===== src/rtl/pueo_event_pkg.sv =====
// Shared framing definitions for the TURFIO event sender and the receiving accumulator.
// Frame type codes, control-word field positions and sender state encoding.
package pueo_event_pkg;

    localparam logic [3:0] FTYPE_HDR  = 4'h0;
    localparam logic [3:0] FTYPE_DATA = 4'h1;
    localparam logic [3:0] FTYPE_TRL  = 4'h2;

    localparam int CTL_TYPE_LSB  = 28;
    localparam int CTL_ADDR_LSB  = 16;
    localparam int CTL_CHUNK_LSB = 8;

    typedef enum logic [2:0] {
        ST_IDLE = 3'd0,
        ST_HCTL = 3'd1,
        ST_HLO  = 3'd2,
        ST_HHI  = 3'd3,
        ST_DCTL = 3'd4,
        ST_DATA = 3'd5,
        ST_TRL  = 3'd6
    } sender_state_t;

    // Word 0 of every frame: {type, addr, chunk, 8'h00}.
    function automatic logic [31:0] ctl_word(input logic [3:0]  ftype,
                                             input logic [11:0] addr,
                                             input logic [7:0]  chunk);
        logic [31:0] w;
        w = '0;
        w[CTL_TYPE_LSB  +: 4]  = ftype;
        w[CTL_ADDR_LSB  +: 12] = addr;
        w[CTL_CHUNK_LSB +: 8]  = chunk;
        return w;
    endfunction

endpackage


===== src/rtl/axis_out_reg.sv =====
// Single-stage AXI4-Stream register (32-bit data + tlast).
// Holds its word stable until the downstream accepts it; loads whenever empty or draining.
module axis_out_reg (
    input  logic        aclk,
    input  logic        aresetn,
    input  logic [31:0] in_tdata,
    input  logic        in_tlast,
    input  logic        in_tvalid,
    output logic        in_tready,
    output logic [31:0] m_tdata,
    output logic        m_tlast,
    output logic        m_tvalid,
    input  logic        m_tready
);

    assign in_tready = !m_tvalid || m_tready;

    always_ff @(posedge aclk or negedge aresetn) begin
        if (!aresetn) begin
            m_tvalid <= 1'b0;
            m_tlast  <= 1'b0;
            m_tdata  <= '0;
        end else if (in_tready) begin
            m_tvalid <= in_tvalid;
            if (in_tvalid) begin
                m_tdata <= in_tdata;
                m_tlast <= in_tlast;
            end
        end
    end

endmodule


===== src/rtl/turfio_event_sender.sv =====
// Frames one event (64-bit header + payload stream) into header / data-chunk / trailer
// Aurora frames.
//
//  state | meaning
//  IDLE  | waiting for enable_i and a header
//  HCTL  | emit header control word (type 0)
//  HLO   | emit header bits [31:0]
//  HHI   | emit header bits [63:32], end of header frame
//  DCTL  | emit data control word (type 1) for the current chunk
//  DATA  | forward payload words, up to CHUNK_WORDS per frame
//  TRL   | emit trailer word (type 2) carrying the data frame count
module turfio_event_sender
    import pueo_event_pkg::*;
#(
    parameter int    CHUNK_WORDS = 256,
    parameter string ACLKTYPE    = "NONE"
) (
    input  logic        aclk,
    input  logic        aresetn,
    input  logic [63:0] s_hdr_tdata,
    input  logic        s_hdr_tvalid,
    output logic        s_hdr_tready,
    input  logic [31:0] s_data_tdata,
    input  logic        s_data_tvalid,
    output logic        s_data_tready,
    input  logic        s_data_tlast,
    output logic [31:0] m_aurora_tdata,
    output logic        m_aurora_tvalid,
    input  logic        m_aurora_tready,
    output logic        m_aurora_tlast,
    input  logic        enable_i,
    output logic        busy_o,
    output logic [15:0] event_count_o,
    output logic        err_o
);

    localparam int              WC_W    = $clog2(CHUNK_WORDS);
    localparam logic [WC_W-1:0] WC_LAST = WC_W'(CHUNK_WORDS - 1);

    sender_state_t   state, state_nxt;
    logic [63:0]     hdr_q;
    logic [7:0]      chunk_q;
    logic [WC_W-1:0] wc_q;
    logic [15:0]     evcnt_q;
    logic            err_q;
    logic            run_q;
    logic            enable;

    logic [31:0]     ld_data;
    logic            ld_last;
    logic            ld_valid;
    logic            ld_ready;
    logic            ld_fire;
    logic [7:0]      trl_count;

    // Registers tagged as crossing from another domain get their enable resynchronised.
    if (ACLKTYPE == "NONE") begin : g_en_direct
        assign enable = enable_i;
    end else begin : g_en_sync
        logic [1:0] en_sync;
        always_ff @(posedge aclk or negedge aresetn) begin
            if (!aresetn) en_sync <= 2'b00;
            else          en_sync <= {en_sync[0], enable_i};
        end
        assign enable = en_sync[1];
    end

    assign trl_count = (chunk_q == 8'hFF) ? 8'hFF : chunk_q + 8'd1;
    assign ld_fire   = ld_valid && ld_ready;

    always_ff @(posedge aclk or negedge aresetn) begin
        if (!aresetn) state <= ST_IDLE;
        else          state <= state_nxt;
    end

    always_comb begin
        state_nxt     = state;
        s_hdr_tready  = 1'b0;
        s_data_tready = 1'b0;
        ld_valid      = 1'b0;
        ld_data       = '0;
        ld_last       = 1'b0;
        case (state)
            ST_IDLE: begin
                // run_q keeps the first acceptance off the release edge.
                if (run_q && enable && s_hdr_tvalid) begin
                    s_hdr_tready = 1'b1;
                    state_nxt    = ST_HCTL;
                end
            end
            ST_HCTL: begin
                ld_valid = 1'b1;
                ld_data  = ctl_word(FTYPE_HDR, hdr_q[11:0], 8'h00);
                if (ld_ready) state_nxt = ST_HLO;
            end
            ST_HLO: begin
                ld_valid = 1'b1;
                ld_data  = hdr_q[31:0];
                if (ld_ready) state_nxt = ST_HHI;
            end
            ST_HHI: begin
                ld_valid = 1'b1;
                ld_data  = hdr_q[63:32];
                ld_last  = 1'b1;
                if (ld_ready) state_nxt = ST_DCTL;
            end
            ST_DCTL: begin
                ld_valid = 1'b1;
                ld_data  = ctl_word(FTYPE_DATA, hdr_q[11:0], chunk_q);
                if (ld_ready) state_nxt = ST_DATA;
            end
            ST_DATA: begin
                s_data_tready = ld_ready;
                ld_valid      = s_data_tvalid;
                ld_data       = s_data_tdata;
                ld_last       = s_data_tlast || (wc_q == WC_LAST);
                // Payload end wins over chunk end so no empty data frame is produced.
                if (s_data_tvalid && ld_ready) begin
                    if (s_data_tlast)         state_nxt = ST_TRL;
                    else if (wc_q == WC_LAST) state_nxt = ST_DCTL;
                end
            end
            ST_TRL: begin
                ld_valid = 1'b1;
                ld_data  = ctl_word(FTYPE_TRL, hdr_q[11:0], trl_count);
                ld_last  = 1'b1;
                if (ld_ready) state_nxt = ST_IDLE;
            end
            default: state_nxt = ST_IDLE;
        endcase
    end

    always_ff @(posedge aclk or negedge aresetn) begin
        if (!aresetn) begin
            hdr_q   <= '0;
            chunk_q <= '0;
            wc_q    <= '0;
            evcnt_q <= '0;
            err_q   <= 1'b0;
            run_q   <= 1'b0;
        end else begin
            run_q <= 1'b1;
            if (s_hdr_tready) begin
                hdr_q   <= s_hdr_tdata;
                chunk_q <= '0;
            end
            if (state == ST_DCTL && ld_fire) wc_q <= '0;
            if (state == ST_DATA && ld_fire) begin
                wc_q <= wc_q + WC_W'(1);
                if (!s_data_tlast && wc_q == WC_LAST) begin
                    // Chunk field saturates; the overflow is reported, framing carries on.
                    if (chunk_q == 8'hFF) err_q   <= 1'b1;
                    else                  chunk_q <= chunk_q + 8'd1;
                end
            end
            if (state == ST_TRL && ld_fire) evcnt_q <= evcnt_q + 16'd1;
        end
    end

    axis_out_reg u_out (
        .aclk      (aclk),
        .aresetn   (aresetn),
        .in_tdata  (ld_data),
        .in_tlast  (ld_last),
        .in_tvalid (ld_valid),
        .in_tready (ld_ready),
        .m_tdata   (m_aurora_tdata),
        .m_tlast   (m_aurora_tlast),
        .m_tvalid  (m_aurora_tvalid),
        .m_tready  (m_aurora_tready)
    );

    assign busy_o        = (state != ST_IDLE);
    assign event_count_o = evcnt_q;
    assign err_o         = err_q;

endmodule


===== config.mk =====
export PLATFORM = sky130hd
export DESIGN_NAME = turfio_event_sender
export DESIGN_NICKNAME = d
export VERILOG_FILES = /design/src/rtl/pueo_event_pkg.sv /design/src/rtl/axis_out_reg.sv /design/src/rtl/turfio_event_sender.sv
export SDC_FILE = /design/constraint.sdc
export NUM_CORES = 1
export LEC_CHECK = 0
export ABC_AREA = 1
export BUFFER_PORTS_ARGS = -buffer_cell sky130_fd_sc_hd__buf_4
export CAP_MARGIN = 15
export CORE_MARGIN = 4
export CORE_UTILIZATION = 55
export CTS_CLUSTER_DIAMETER = 40
export DETAILED_ROUTE_END_ITERATION = 6
export PLACE_DENSITY = 0.81
export SLEW_MARGIN = 40
export SYNTH_ARGS = -nofsm -noshare
export SYNTH_HDL_FRONTEND = slang
export SYNTH_SLANG_ARGS = --single-unit

===== constraint.sdc =====
create_clock -name aclk -period 2.8 [get_ports aclk]
set_input_delay 0.56 -clock aclk [delete_from_list [all_inputs] [get_ports aclk]]
set_output_delay 0.56 -clock aclk [all_outputs]
set_load 0.02 [all_outputs]

==> impl_metrics.tcl <==
set metrics [dict create \
    outcome "complete, no violations" \
    drc 0 \
    track_usage 0.269 \
    crit_fanout 16 \
    end_kind "primary output" \
    syn_avg_cell_area_um2 7.54 \
    r2r_setup_slack_ns 0.57 \
    cap_violations 0 \
    drv_slew 0 \
    clock-sinks 135 \
    postRouteAntennaNets 0 \
    cpLargestDelayFamily "simple AND/OR/NAND/NOR gates" \
    clkTransAtPathRegs_ns 0.06 \
    first_iter_violations 730 \
    yosysSeqAreaShare 0.501 \
    max_freq_mhz 408 \
    cts_setup_buffers 0 \
    htreeDepth 4 \
    post-route-min-period_ns 2.45 \
    worstHoldPathType "primary input to asynchronous set/reset pin" \
    path_class "flip-flop to primary output" \
    synth.distinct_cells 34 \
    async_flop_share 1.00 \
    p_seq_frac 0.366 \
    r2r_cells 7 \
    grt_setup_unrepaired "false" \
    cp.depth 4 \
    sw_frac_of_total 0.379 \
    internal-power_mw 5.45 \
    p_per_area_nw_per_um2 1010 \
    cts-resized-gates 0 \
    via_per_inst 5.25 \
    dieArea_um2 14100 \
    fillCellCount 948 \
    vias 6330 \
    combPwrFrac 0.358 \
    fin_ws_ns 0.350 \
    clock_path_buffers 2 \
    crit_required_ns 2.24 \
    clkLatencyLatePin_ns 0.42 \
    tightest_slew_ns 0.657 \
    vdd_drop_max_v 0.000518 \
    grt_pass1_wl_um 30200 \
    grt_max_degree 60 \
    power.switching_mw 3.32 \
    crit_path_cell_trace "nor2_2 -> nand2_2 -> nor2_4 -> buf_4" \
    hold_buffers 0 \
    power_mw 8.76 \
    gp_congestion 0.902 \
    cp_num_buf_inv 1 \
    start_util 0.561 \
    setup_viol 0 \
    hpwl_um 12900 \
    boundaryPins 157 \
    synth_cells 894 \
    core_um2 12000 \
    synth_warnings 0 \
    synth.cell_area_um2 6740 \
    die_height_um 119 \
    diodes 0 \
    critPathMaxStageDelay_ns 0.50 \
    synth_top_area_cell "dfrtp_1" \
    finalSetupTns_ns 0 \
    grt_pass1_vias 6109 \
    drt_pass1_iterations 6 \
    clock_skew_ns 0.0112 \
    p_clk_frac 0.276 \
    cts_tree "built" \
    avgRoutedWirePerCell_um 15.4 \
    drive_gt1_frac 0.212 \
    cts-root-buf "clkbuf_16" \
    netlist_top_cells_count "375 x nand2_1, 135 x dfrtp_1, 99 x o21ai_0, 75 x inv_1, 59 x nor2_1" \
    ys.flop_type "dfrtp_1" \
    rr_startpoint "state[1]$_DFFE_PN0P_" \
    cts-buffers-inserted 17 \
    syn_to_final_growth_pct 28.3 \
    slowest_stage "dfrtp_1" \
    rows 40 \
    die_w_um 119 \
    hold_viol_final 0 \
    syn_nets 1000 \
    synth_seq_cells 135 \
    overflow 0 \
    rr_endpoint "state[0]$_DFFE_PN0P_" \
    worstSetupStartpoint "state[1]$_DFFE_PN0P_" \
    period_share 0.875 \
    io_buffer_count 156 \
    yosysMostFrequentCell "nand2_1" \
    start_kind "flip-flop" \
    pre_cts_ws_ns 0.631 \
    max_slew_margin 0.560 \
    synth_top_area_frac 0.501 \
    crit_arrival_ns 1.89 \
    synth-edff-count 0 \
    routed_wl_um 18500 \
    fin_nets 1152 \
    p_leak_nw 4.52 \
    antenna_found_initial 0 \
    synth.area.top_cells "dfrtp_1 50%, nand2_1 21%, o21ai_0 7.3%, inv_1 4.2%, nor2_1 3.3%" \
]
[cell usage in the layout (no fill, tap or decap), types with 2 or more instances in the layout]
cell | synthesis | final
nand2_1 | 375 | 375
buf_4 | 12 | 164
dfrtp_1 | 135 | 135
o21ai_0 | 99 | 99
inv_1 | 75 | 75
nor2_1 | 59 | 59
nand3_1 | 41 | 41
clkbuf_16 | 0 | 17
a21oi_1 | 11 | 11
xor2_1 | 7 | 7
o21ai_2 | 6 | 6
o21ai_1 | 6 | 6
inv_2 | 5 | 5
clkbuf_8 | 0 | 5
nand2_2 | 4 | 4
xnor2_1 | 4 | 4
bufinv_16 | 0 | 4
nor2_2 | 3 | 3
nor2_4 | 3 | 3
and2_1 | 3 | 3
nand4_1 | 3 | 3
o22ai_1 | 3 | 3
nor3_1 | 3 | 3
ha_1 | 3 | 3
nand2_4 | 2 | 2
nand3_2 | 2 | 2
clkbuf_1 | 8 | 2
clkinvlp_4 | 0 | 2
buf_12 | 0 | 2
[registers in the layout, summed over array words and instances (netlist names)]
| name | cells |
|---|---|
| event_count_o | 16 |
| chunk_q | 8 |
| hdr_q | 64 |
| err_o | 1 |
| wc_q | 8 |
| u_out.m_tlast | 1 |
| run_q | 1 |
| u_out.m_tvalid | 1 |
| u_out.m_tdata | 32 |
| state | 3 |
[cell type report]
type / instances / area (um^2) / share of cell area
clock buffer: 24 / 502 / 0.0580
sequential: 135 / 3380 / 0.391
tap: 147 / 184 / 0.0213
timing repair buffer: 167 / 1280 / 0.148
inverter: 81 / 307 / 0.0354
multi-input combinational: 644 / 2860 / 0.330
clock inverter: 7 / 140 / 0.0162
[kinds of logic (layout without fill, tap and decap cells)]
group           Yosys count  count (layout)  share of synthesized area
compound gates          128             128                      0.100
xor+xnor                 11              11                     0.0143
fa+ha+maj                 3               3                    0.00557
buf+inv                 115             279                     0.0755
flops                   135             135                      0.501
other cells               1               1                   0.000556
simple gates            501             501                      0.303
[per-layer routing]
layer | vias to the layer above | track usage | share of wire
li1 | 3095 | - | -
met1 | 2922 | 0.379 | 0.44
met2 | 275 | 0.411 | 0.46
met3 | 38 | 0.0612 | 0.075
met4 | 0 | 0.0920 | 0.022
met5 | - | 0 | 0
[power groups by stage]
stage / sequential, mW / clock (mW) / combinational, mW
global placement: 3.19 / 0 / 3.02
finish: 3.20 / 2.42 / 3.14
detailed placement: 3.21 / 0 / 3.10
global route: 3.31 / 2.51 / 3.50
floorplan: 3.36 / 0 / 1.82
CTS: 3.19 / 2.43 / 3.13
[metrics by stage]
stage | utilization | instances | instance area [um^2] | hold WS (ns)
after floorplan | - | 894 | 6740 | 0.264
after global placement | 0.667 | 1174 | 8010 | 0.454
after detailed placement | 0.667 | 1174 | 8010 | 0.459
after CTS | 0.720 | 1205 | 8650 | 0.0906
after global routing | 0.720 | 1205 | 8650 | 0.109
final | 0.720 | 1205 | 8650 | 0.0801
[worst max path at each step]
stage	end	slack (ns)
global placement	wc_q[6]$_DFFE_PN0P_	0.68
finish	s_hdr_tready	0.35
detailed placement	state[0]$_DFFE_PN0P_	0.63
CTS	s_hdr_tready	0.35
global route	s_hdr_tready	0.23
floorplan	s_hdr_tready	0.97
Note: power is estimated with default switching activity, not from simulation.
